## src/rtl/mat_mult_seq_if.sv

```systemverilog
`default_nettype none
// ============================================================================
// Module      : mat_mult_seq_if
// Description : Operand/result handshake bundle for the sequential NxN
//               matrix multiplier. The master drives operands and consumes
//               results; the slave is the multiplier engine.
// Revision    : 1.0 - initial release
// ============================================================================
interface mat_mult_seq_if #(
  parameter int N      = 3,
  parameter int DATA_W = 16
);
  localparam int MAT_W = N * N * DATA_W;

  logic             in_valid;
  logic             in_ready;
  logic             sat_en;
  logic [MAT_W-1:0] matrix_a_stream;
  logic [MAT_W-1:0] matrix_b_stream;
  logic             out_valid;
  logic             out_ready;
  logic [MAT_W-1:0] matrix_c_stream;
  logic             ovf;
  logic             busy;

  modport master (
    output in_valid, sat_en, matrix_a_stream, matrix_b_stream, out_ready,
    input  in_ready, out_valid, matrix_c_stream, ovf, busy
  );

  modport slave (
    input  in_valid, sat_en, matrix_a_stream, matrix_b_stream, out_ready,
    output in_ready, out_valid, matrix_c_stream, ovf, busy
  );
endinterface
`default_nettype wire

```

## src/rtl/mat_mult_seq.sv

```systemverilog
`default_nettype none
// ============================================================================
// Module      : mat_mult_seq
// Description : Time-multiplexed NxN unsigned matrix multiplier, C = A x B.
//               N parallel multipliers feed a summation that yields one C
//               element per cycle. Wrap or saturate output mode with a
//               sticky overflow flag; valid/ready on both sides.
// Revision    : 1.0 - initial release
// ============================================================================
module mat_mult_seq #(
  parameter int N      = 3,
  parameter int DATA_W = 16,
  parameter int ACC_W  = 2 * DATA_W + $clog2(N)
) (
  input  wire logic     clk,
  input  wire logic     rst,   // asynchronous, active low
  mat_mult_seq_if.slave bus
);

  localparam int                IDX_W    = $clog2(N);
  localparam int                PROD_W   = 2 * DATA_W;
  localparam logic [IDX_W-1:0]  LAST_IDX = IDX_W'(N - 1);
  localparam logic [DATA_W-1:0] MAX_VAL  = '1;

  typedef enum logic [1:0] {
    IDLE    = 2'd0,
    COMPUTE = 2'd1,
    DONE    = 2'd2
  } state_t;

  state_t             state_q;
  logic [DATA_W-1:0]  a_q [N][N];
  logic [DATA_W-1:0]  b_q [N][N];
  logic [DATA_W-1:0]  c_q [N][N];
  logic               sat_q;
  logic               ovf_q;
  logic               in_ready_q;
  logic               out_valid_q;
  logic               busy_q;
  logic [IDX_W-1:0]   i_q;
  logic [IDX_W-1:0]   j_q;

  // Unpacked views of the incoming streams and per-element datapath values
  logic [DATA_W-1:0]  a_in_d [N][N];
  logic [DATA_W-1:0]  b_in_d [N][N];
  logic [PROD_W-1:0]  prod_d [N];
  logic [ACC_W-1:0]   dot_d;
  logic               elem_ovf_d;
  logic [DATA_W-1:0]  elem_d;

  // Row-major packing: element (r,c) sits at slot N*N-1-(r*N+c), so (0,0) is at the MSBs
  generate
    for (genvar r = 0; r < N; r++) begin : g_row
      for (genvar c = 0; c < N; c++) begin : g_col
        localparam int OFS = (N * N - 1 - (r * N + c)) * DATA_W;
        assign a_in_d[r][c]                        = bus.matrix_a_stream[OFS +: DATA_W];
        assign b_in_d[r][c]                        = bus.matrix_b_stream[OFS +: DATA_W];
        assign bus.matrix_c_stream[OFS +: DATA_W]  = c_q[r][c];
      end
    end
  endgenerate

  // One multiplier per k term of the current dot product
  generate
    for (genvar k = 0; k < N; k++) begin : g_mul
      assign prod_d[k] = PROD_W'(a_q[i_q][k]) * PROD_W'(b_q[k][j_q]);
    end
  endgenerate

  // Sum the N products at full accumulator width, then apply wrap/saturate
  always_comb begin
    dot_d = '0;
    for (int k = 0; k < N; k++) begin
      dot_d = dot_d + ACC_W'(prod_d[k]);
    end
    elem_ovf_d = |dot_d[ACC_W-1:DATA_W];
    elem_d     = (sat_q && elem_ovf_d) ? MAX_VAL : dot_d[DATA_W-1:0];
  end

  // Control FSM with registered handshake outputs; walks C in row-major order
  always_ff @(posedge clk or negedge rst) begin
    if (!rst) begin
      state_q     <= IDLE;
      in_ready_q  <= 1'b1;
      out_valid_q <= 1'b0;
      busy_q      <= 1'b0;
      ovf_q       <= 1'b0;
      sat_q       <= 1'b0;
      i_q         <= '0;
      j_q         <= '0;
      for (int r = 0; r < N; r++) begin
        for (int c = 0; c < N; c++) begin
          a_q[r][c] <= '0;
          b_q[r][c] <= '0;
          c_q[r][c] <= '0;
        end
      end
    end else begin
      case (state_q)
        IDLE: begin
          if (bus.in_valid) begin
            for (int r = 0; r < N; r++) begin
              for (int c = 0; c < N; c++) begin
                a_q[r][c] <= a_in_d[r][c];
                b_q[r][c] <= b_in_d[r][c];
                c_q[r][c] <= '0;
              end
            end
            sat_q      <= bus.sat_en;
            ovf_q      <= 1'b0;
            i_q        <= '0;
            j_q        <= '0;
            in_ready_q <= 1'b0;
            busy_q     <= 1'b1;
            state_q    <= COMPUTE;
          end
        end

        COMPUTE: begin
          c_q[i_q][j_q] <= elem_d;
          ovf_q         <= ovf_q | elem_ovf_d;
          if (j_q == LAST_IDX) begin
            j_q <= '0;
            if (i_q == LAST_IDX) begin
              i_q         <= '0;
              out_valid_q <= 1'b1;
              state_q     <= DONE;
            end else begin
              i_q <= i_q + 1'b1;
            end
          end else begin
            j_q <= j_q + 1'b1;
          end
        end

        DONE: begin
          // Result and ovf hold until the consumer takes them
          if (bus.out_ready) begin
            out_valid_q <= 1'b0;
            busy_q      <= 1'b0;
            in_ready_q  <= 1'b1;
            state_q     <= IDLE;
          end
        end

        default: begin
          state_q     <= IDLE;
          in_ready_q  <= 1'b1;
          out_valid_q <= 1'b0;
          busy_q      <= 1'b0;
        end
      endcase
    end
  end

  assign bus.in_ready  = in_ready_q;
  assign bus.out_valid = out_valid_q;
  assign bus.busy      = busy_q;
  assign bus.ovf       = ovf_q;

endmodule
`default_nettype wire

```

## src/flat_wrapper.sv

```systemverilog
// flat-port wrapper written by rule: the top's interface ports become plain ports
module mat_mult_seq_flat 
#(
  parameter int N      = 3,
  parameter int DATA_W = 16,
  parameter int ACC_W  = 2 * DATA_W + $clog2(N)
)
  (clk, rst, bus_in_valid, bus_sat_en, bus_matrix_a_stream, bus_matrix_b_stream, bus_out_ready, bus_in_ready, bus_out_valid, bus_matrix_c_stream, bus_ovf, bus_busy);
  mat_mult_seq_if #(.N(N), .DATA_W(DATA_W)) bus_i ();
  input  wire logic clk;
  input  wire logic rst;
  input wire logic [$bits(bus_i.in_valid)-1:0] bus_in_valid;
  input wire logic [$bits(bus_i.sat_en)-1:0] bus_sat_en;
  input wire logic [$bits(bus_i.matrix_a_stream)-1:0] bus_matrix_a_stream;
  input wire logic [$bits(bus_i.matrix_b_stream)-1:0] bus_matrix_b_stream;
  input wire logic [$bits(bus_i.out_ready)-1:0] bus_out_ready;
  output wire logic [$bits(bus_i.in_ready)-1:0] bus_in_ready;
  output wire logic [$bits(bus_i.out_valid)-1:0] bus_out_valid;
  output wire logic [$bits(bus_i.matrix_c_stream)-1:0] bus_matrix_c_stream;
  output wire logic [$bits(bus_i.ovf)-1:0] bus_ovf;
  output wire logic [$bits(bus_i.busy)-1:0] bus_busy;
  assign bus_i.in_valid = bus_in_valid;
  assign bus_i.sat_en = bus_sat_en;
  assign bus_i.matrix_a_stream = bus_matrix_a_stream;
  assign bus_i.matrix_b_stream = bus_matrix_b_stream;
  assign bus_i.out_ready = bus_out_ready;
  assign bus_in_ready = bus_i.in_ready;
  assign bus_out_valid = bus_i.out_valid;
  assign bus_matrix_c_stream = bus_i.matrix_c_stream;
  assign bus_ovf = bus_i.ovf;
  assign bus_busy = bus_i.busy;
  mat_mult_seq #(.N(N), .DATA_W(DATA_W), .ACC_W(ACC_W)) u_core (.clk(clk), .rst(rst), .bus(bus_i));
endmodule
```

## config.mk

```make
export PLATFORM = sky130hd
export DESIGN_NAME = mat_mult_seq_flat
export DESIGN_NICKNAME = d
export VERILOG_FILES = /design/src/rtl/mat_mult_seq_if.sv /design/src/rtl/mat_mult_seq.sv /design/src/flat_wrapper.sv
export SDC_FILE = /design/constraint.sdc
export NUM_CORES = 2
export LEC_CHECK = 0
export BUFFER_PORTS_ARGS = -buffer_cell sky130_fd_sc_hd__buf_4
export CORE_ASPECT_RATIO = 1.4
export CORE_MARGIN = 8
export CORE_UTILIZATION = 63
export CTS_CLUSTER_DIAMETER = 200
export DETAILED_ROUTE_END_ITERATION = 6
export PLACE_DENSITY = 0.85
export SLEW_MARGIN = 20
export SYNTH_ARGS = -nofsm -noshare
export SYNTH_HDL_FRONTEND = slang
export SYNTH_SLANG_ARGS = --single-unit
```

## constraint.sdc

```tcl
create_clock -name clk -period 30.8 [get_ports clk]
set_clock_uncertainty 0.15 [all_clocks]
set_input_delay 3.08 -clock clk [delete_from_list [all_inputs] [get_ports clk]]
set_output_delay 3.08 -clock clk [all_outputs]
set_load 0.03 [all_outputs]
```

# Word-level counts from Yosys, hierarchy flattened
# Cells that the tools add are included.
# op_classes
add_sub_neg,4
multipliers,3
n_lt_le_gt_ge,4
n_eq_ne,8
mux,41
n_bitwise,5
n_reduce_logical,12
# ops
op,count
144-bit case mux with 2 select lines,1
144-bit bitwise mux,1
144-bit 2-to-1 mux,1
48-bit 2-to-1 mux,3
16-bit 2-to-1 mux,8
16-bit binary-select mux with 2-bit select,3
48-bit binary-select mux with 2-bit select,1
48-bit demux with 2-bit select,1
16-bit by 16-bit multiplier with 32-bit output,3
34-bit by 32-bit adder with 34-bit output,1
32-bit by 32-bit adder with 33-bit output,1
16-bit demux with 2-bit select,1
18-bit OR reduction,1
2-bit 2-to-1 mux,8
1-bit case mux with 3 select lines,3
2-bit case mux with 2 select lines,2
4-bit AND reduction,2
2-bit equality test (second input constant),3
3-bit >= comparator (second input constant),2
3-bit by 1-bit less-than comparator with 1-bit output (second input constant),2
1-bit 2-to-1 mux,6
2-bit NOT with 3-bit output,2
2-bit case mux with 3 select lines,1
3-bit AND reduction,2
11 further kinds,18
# word_totals
regBits,443
inputBits,293
word_cells,112

# Longest topological paths before layout
# depth
depth_word,12
depth_mapped,51
depth_no_buf,45

# Worst setup path after synthesis
# Ideal clock, no wire load.
# synth_timing
path_type,register -> register
from,register u_core.j_q[1]
to,"register u_core.c_q, in the netlist u_core.bus.matrix_c_stream[4]"
setup_time_ns,0.131
arrival_ns,12.628
required_time_ns,30.519
slack_ns,17.891
stages_incl_launch_ff,49
path_buffers,5
cell_sequence,dfrtp_1 -> clkbuf_1 -> clkbuf_1 -> mux2i_1 -> nor2_1 -> a21oi_1 -> clkbuf_1 -> nor2_1 -> fa_1 -> inv_1 -> fa_1 -> inv_1 -> fa_1 -> inv_1 -> fa_1 -> inv_1 -> fa_1 -> fa_1 -> (+13 left out) -> ha_1 -> inv_1 -> fa_1 -> fa_1 -> fa_1 -> inv_1 -> ha_1 -> a21oi_1 -> o22ai_1 -> a211o_1 -> or3_1 -> a2111oi_2 -> nand4_1 -> or4_4 -> o31ai_4 -> buf_6 -> buf_6 -> o21ai_2
# synth_via
elab_chain_cells,12
word_cells_on_any_way,27
classes_between,2 x add/sub; 3 x mul; 2 x order compare; 16 x mux; 1 x bitwise; 3 x reduce/logical
# synth_lines
element,line,rtl
start: declaration,mat_mult_seq.sv:41,logic [IDX_W-1:0] j_q;
start signal: assignment,mat_mult_seq.sv:132,j_q <= j_q + 1'b1;
2-bit NOT with 3-bit output (implied by the code) (*),"mat_mult_seq.sv:66, mat_mult_seq.sv:120",
16-bit binary-select mux with 2-bit select,mat_mult_seq.sv:66,assign prod_d[k] = PROD_W'(a_q[i_q][k]) * PROD_W'(b_q[k][j_q]);
16-bit 2-to-1 mux (implied by the code) (2 in series),mat_mult_seq.sv:66,
16-bit by 16-bit multiplier with 32-bit output,mat_mult_seq.sv:66,
32-bit by 32-bit adder with 33-bit output,mat_mult_seq.sv:74,dot_d = dot_d + ACC_W'(prod_d[k]);
34-bit by 32-bit adder with 34-bit output,mat_mult_seq.sv:74,
18-bit OR reduction,mat_mult_seq.sv:76,elem_ovf_d = |dot_d[ACC_W-1:DATA_W];
1-bit logical AND,mat_mult_seq.sv:77,elem_d = (sat_q && elem_ovf_d) ? MAX_VAL : dot_d[DATA_W-1:0];
16-bit 2-to-1 mux,mat_mult_seq.sv:77,
144-bit bitwise mux (*),mat_mult_seq.sv:120,c_q[i_q][j_q] <= elem_d;
144-bit case mux with 2 select lines (*),mat_mult_seq.sv:99,case (state_q)
end signal: indexed assignment,mat_mult_seq.sv:120,
end: declaration,mat_mult_seq.sv:34,logic [DATA_W-1:0] c_q [N][N];
# Every way passes the cells marked *; elsewhere a longest branch is shown, timed or not. The select of a mux whose other input is x is not followed.
# A chain may end at the register's enable or synchronous reset.

# Worst setup path in the final report
# layout_timing
from,register u_core.i_q[0]
to,"register u_core.c_q, in the netlist u_core.bus.matrix_c_stream[116]"
# layout_via
elab_chain_cells,12
word_cells_on_any_way,19
classes_between,2 x add/sub; 3 x mul; 2 x order compare; 8 x mux; 1 x bitwise; 3 x reduce/logical
# layout_lines
element,line,rtl
start: declaration,mat_mult_seq.sv:40,logic [IDX_W-1:0] i_q;
start signal: assignment,mat_mult_seq.sv:129,i_q <= i_q + 1'b1;
2-bit NOT with 3-bit output (implied by the code) (*),"mat_mult_seq.sv:66, mat_mult_seq.sv:120",
48-bit binary-select mux with 2-bit select,mat_mult_seq.sv:66,
48-bit 2-to-1 mux (implied by the code) (2 in series),mat_mult_seq.sv:66,
16-bit by 16-bit multiplier with 32-bit output,mat_mult_seq.sv:66,
32-bit by 32-bit adder with 33-bit output,mat_mult_seq.sv:74,
34-bit by 32-bit adder with 34-bit output,mat_mult_seq.sv:74,
18-bit OR reduction,mat_mult_seq.sv:76,
1-bit logical AND,mat_mult_seq.sv:77,
16-bit 2-to-1 mux,mat_mult_seq.sv:77,
144-bit bitwise mux (*),mat_mult_seq.sv:120,
144-bit case mux with 2 select lines (*),mat_mult_seq.sv:99,
# Marks and branches as above.

==> results_dict.tcl <==
set metrics [dict create \
    dieArea_mm2 0.0816 \
    grt_usage_pct 35.0 \
    hold_buffers 0 \
    syn_area_mm2 0.0458 \
    path_common_cell "fa_1" \
    ant_nets 0 \
    final_cell_mix "nand2_1, nor2_1, inv_1" \
    fillCellCount 5304 \
    dp_hpwl_mm 112 \
    io_pins 441 \
    grt_pass1_wl_mm 224 \
    cap_violations 0 \
    cts_tree "yes" \
    avgSynthCellArea_um2 8.64 \
    die_h_um 335 \
    syn_to_final_growth_pct 12.9 \
    post_drt_wl_per_cell_um 21.8 \
    placement.io_buffers 440 \
    core_area_mm2 0.0723 \
    grt.overflow.total 0 \
    hold_depth 2 \
    violations "design-rule violations" \
    crit_path_top_delay_cell "nor2b_4" \
    grt_start_max_net_pins 168 \
    post_synth_num_cell_types 68 \
    cp-start-kind "flop" \
    slew_violations 0 \
    synth_top_family_by_area "adder cells" \
    initial_core_util_pct 63.3 \
    arrival_ns 15.95 \
    ys_ff_latch 443 \
    rsz0062_at_grt "no" \
    cpPeakStageDelay_ns 0.83 \
    clkSinkCount 443 \
    numCtsBuffers 43 \
    cts_htree_levels 2 \
    synth_edf_count 0 \
    timing.fmax_ghz 0.0639 \
    cts_buffer_depth 3 \
    wl_mm 144 \
    tightest_slew_ns 1.18 \
    dr.first_iter.drc_count 4015 \
    instances_no_fill 6615 \
    netlist_instances 5294 \
    layout_commonest_cell "nand2_1" \
    hold_viol 0 \
    path_clk_slew_ns 0.06 \
    hp-class "reg2reg" \
    period_needed_ns 15.64 \
    die_w_um 244 \
    crit_path_end_kind "flop" \
    final_nets 6897 \
    cts-root-buf "clkbuf_16" \
    yosys.area_share.adder_pct 37.9 \
    ctsResizeCount 0 \
    slew_headroom_pct 20.7 \
    min_period_over_period_pct 50.8 \
    tns_ns 0 \
    cts_setup_buffers 0 \
    place_inst 6529 \
    synth_xor_area_share_pct 0.823 \
    synthArstFlopShare_pct 100 \
    yosysSeqAreaShare_pct 24.2 \
    crit_type "reg2reg" \
    status "complete, but fails checks" \
    synth_nets 6568 \
    viasPerCell 5.90 \
    drive_gt1_share_pct 13.4 \
    muxShareOfSynthArea_pct 2.19 \
    path_max_fanout 89 \
    reg2reg_depth 45 \
    grt_pass1_vias 40400 \
    worstPathRequired_ns 31.10 \
    vias 39000 \
    yosys.area_share.simple_pct 18.4 \
    num_rows 117 \
    antenna_found_initial 11 \
    drc 2 \
    yosysWarnings 0 \
    gp_congestion 1.01 \
    first_pass_iters 7 \
    setup_violations 0 \
    synth_flop_cell "dfrtp_1" \
    clk_latency_ns 0.62 \
    synth_compound_area_share_pct 7.88 \
]
final cells by class:
| cell class | instances | area [um2] | area share, % |
|---|---|---|---|
| Inverter | 757 | 2840 | 5.50 |
| Timing Repair Buffer | 551 | 4180 | 8.09 |
| Multi-Input combinational cell | 3827 | 30900 | 59.7 |
| Clock inverter | 15 | 251 | 0.487 |
| Clock buffer | 61 | 1220 | 2.37 |
| Sequential cell | 443 | 11100 | 21.5 |
| Antenna cell | 9 | 22.5 | 0.0436 |
| Tap cell | 952 | 1190 | 2.31 |
cell usage after synthesis, drive strengths merged (3+ instances only):
| master | instances | area, um2 |
|---|---|---|
| and2 | 9 | 56.3 |
| nand2b | 34 | 213 |
| nand3 | 18 | 90.1 |
| and3 | 8 | 50.1 |
| o21a | 10 | 75.1 |
| o31ai | 5 | 51.3 |
| nor3 | 23 | 115 |
| or2 | 98 | 613 |
| inv | 757 | 2840 |
| clkbuf | 236 | 896 |
| or3 | 6 | 37.5 |
| fa | 675 | 13500 |
| nor3b | 3 | 22.5 |
| buf | 31 | 178 |
| mux2i | 99 | 991 |
| xnor2 | 24 | 210 |
| o22ai | 34 | 213 |
| a41oi | 3 | 26.3 |
| o211ai | 4 | 30.0 |
| nor4 | 6 | 37.5 |
| or4 | 3 | 26.3 |
| a21oi | 187 | 936 |
| nor2 | 845 | 3170 |
| nand3b | 3 | 22.5 |
| ha | 306 | 3830 |
| nand4 | 8 | 50.1 |
| xor2 | 19 | 166 |
| nand2 | 1023 | 3840 |
| nor2b | 10 | 62.6 |
| dfrtp | 442 | 11100 |
| a211oi | 9 | 72.6 |
| a21o | 48 | 360 |
| a211o | 3 | 26.3 |
| a31oi | 118 | 738 |
| o21bai | 3 | 22.5 |
| o2111ai | 4 | 35.0 |
| o21ai | 153 | 803 |
flip-flops by register name, indices dropped and copies added (netlist names):
signal                      count
u_core.bus.out_valid            1
u_core.b_q                    144
u_core.a_q                    144
u_core.i_q                      2
u_core.bus.ovf                  1
u_core.bus.in_ready             1
u_core.state_q                  2
u_core.sat_q                    1
u_core.j_q                      2
u_core.bus.busy                 1
u_core.bus.matrix_c_stream    144
worst paths after layout:
check | start | to | slack [ns]
setup / recovery | u_core.i_q[0] | u_core.bus.matrix_c_stream[116] | 15.16
hold / removal | u_core.b_q[107] | u_core.b_q[107] | 0.32
setup reg to reg | u_core.i_q[0] | u_core.bus.matrix_c_stream[116] | 15.16
hold reg to reg | u_core.b_q[107] | u_core.b_q[107] | 0.32
max in group asynchronous | rst | u_core.b_q[60] | 25.71
min in group asynchronous | rst | u_core.bus.matrix_c_stream[121] | 2.18
per-layer routing:
metal	track usage (%)	wire (um)	part of all wire, %	vias up
li1	-	-	-	17000
met1	43.0	50500	35	19200
met2	55.2	67700	47	2294
met3	9.26	15900	11	529
met4	21.4	9990	6.9	6
met5	0	41	0.028	-
critical path, delay by kind of cell (launching register included):
family	cells	cell delay [ns]
xor+xnor	1	0.31
compound gates	11	3.01
flops	1	0.65
simple gates	8	2.34
buf+inv	11	2.39
fa+ha+maj	14	6.47
through the flow:
step	util, %	worst slack, ns	hold WS [ns]	instance area, um2
after floorplan	-	17.89	0.295	45800
after global placement	69.3	15.56	0.307	50100
after detailed placement	69.3	15.36	0.312	50100
after CTS	71.3	15.28	0.327	51600
after global routing	71.4	14.45	0.341	51700
final	71.4	15.16	0.324	51700
logic make-up (layout without fill, tap and decap cells):
logic type                 Yosys count  after routing
DFF                                443            443
and+or+nand+nor                   2100           2100
AOI/OAI and AO/OA                  603            603
xor gates and xnor gates            43             43
adders and majority gates          981            981
other                                0              9
buffers and inverters             1024           1384
muxes                              100            100
Power is left out: the tool's default activity adds up to more than one toggle a clock period on the data nets, which glitch-free logic cannot reach.
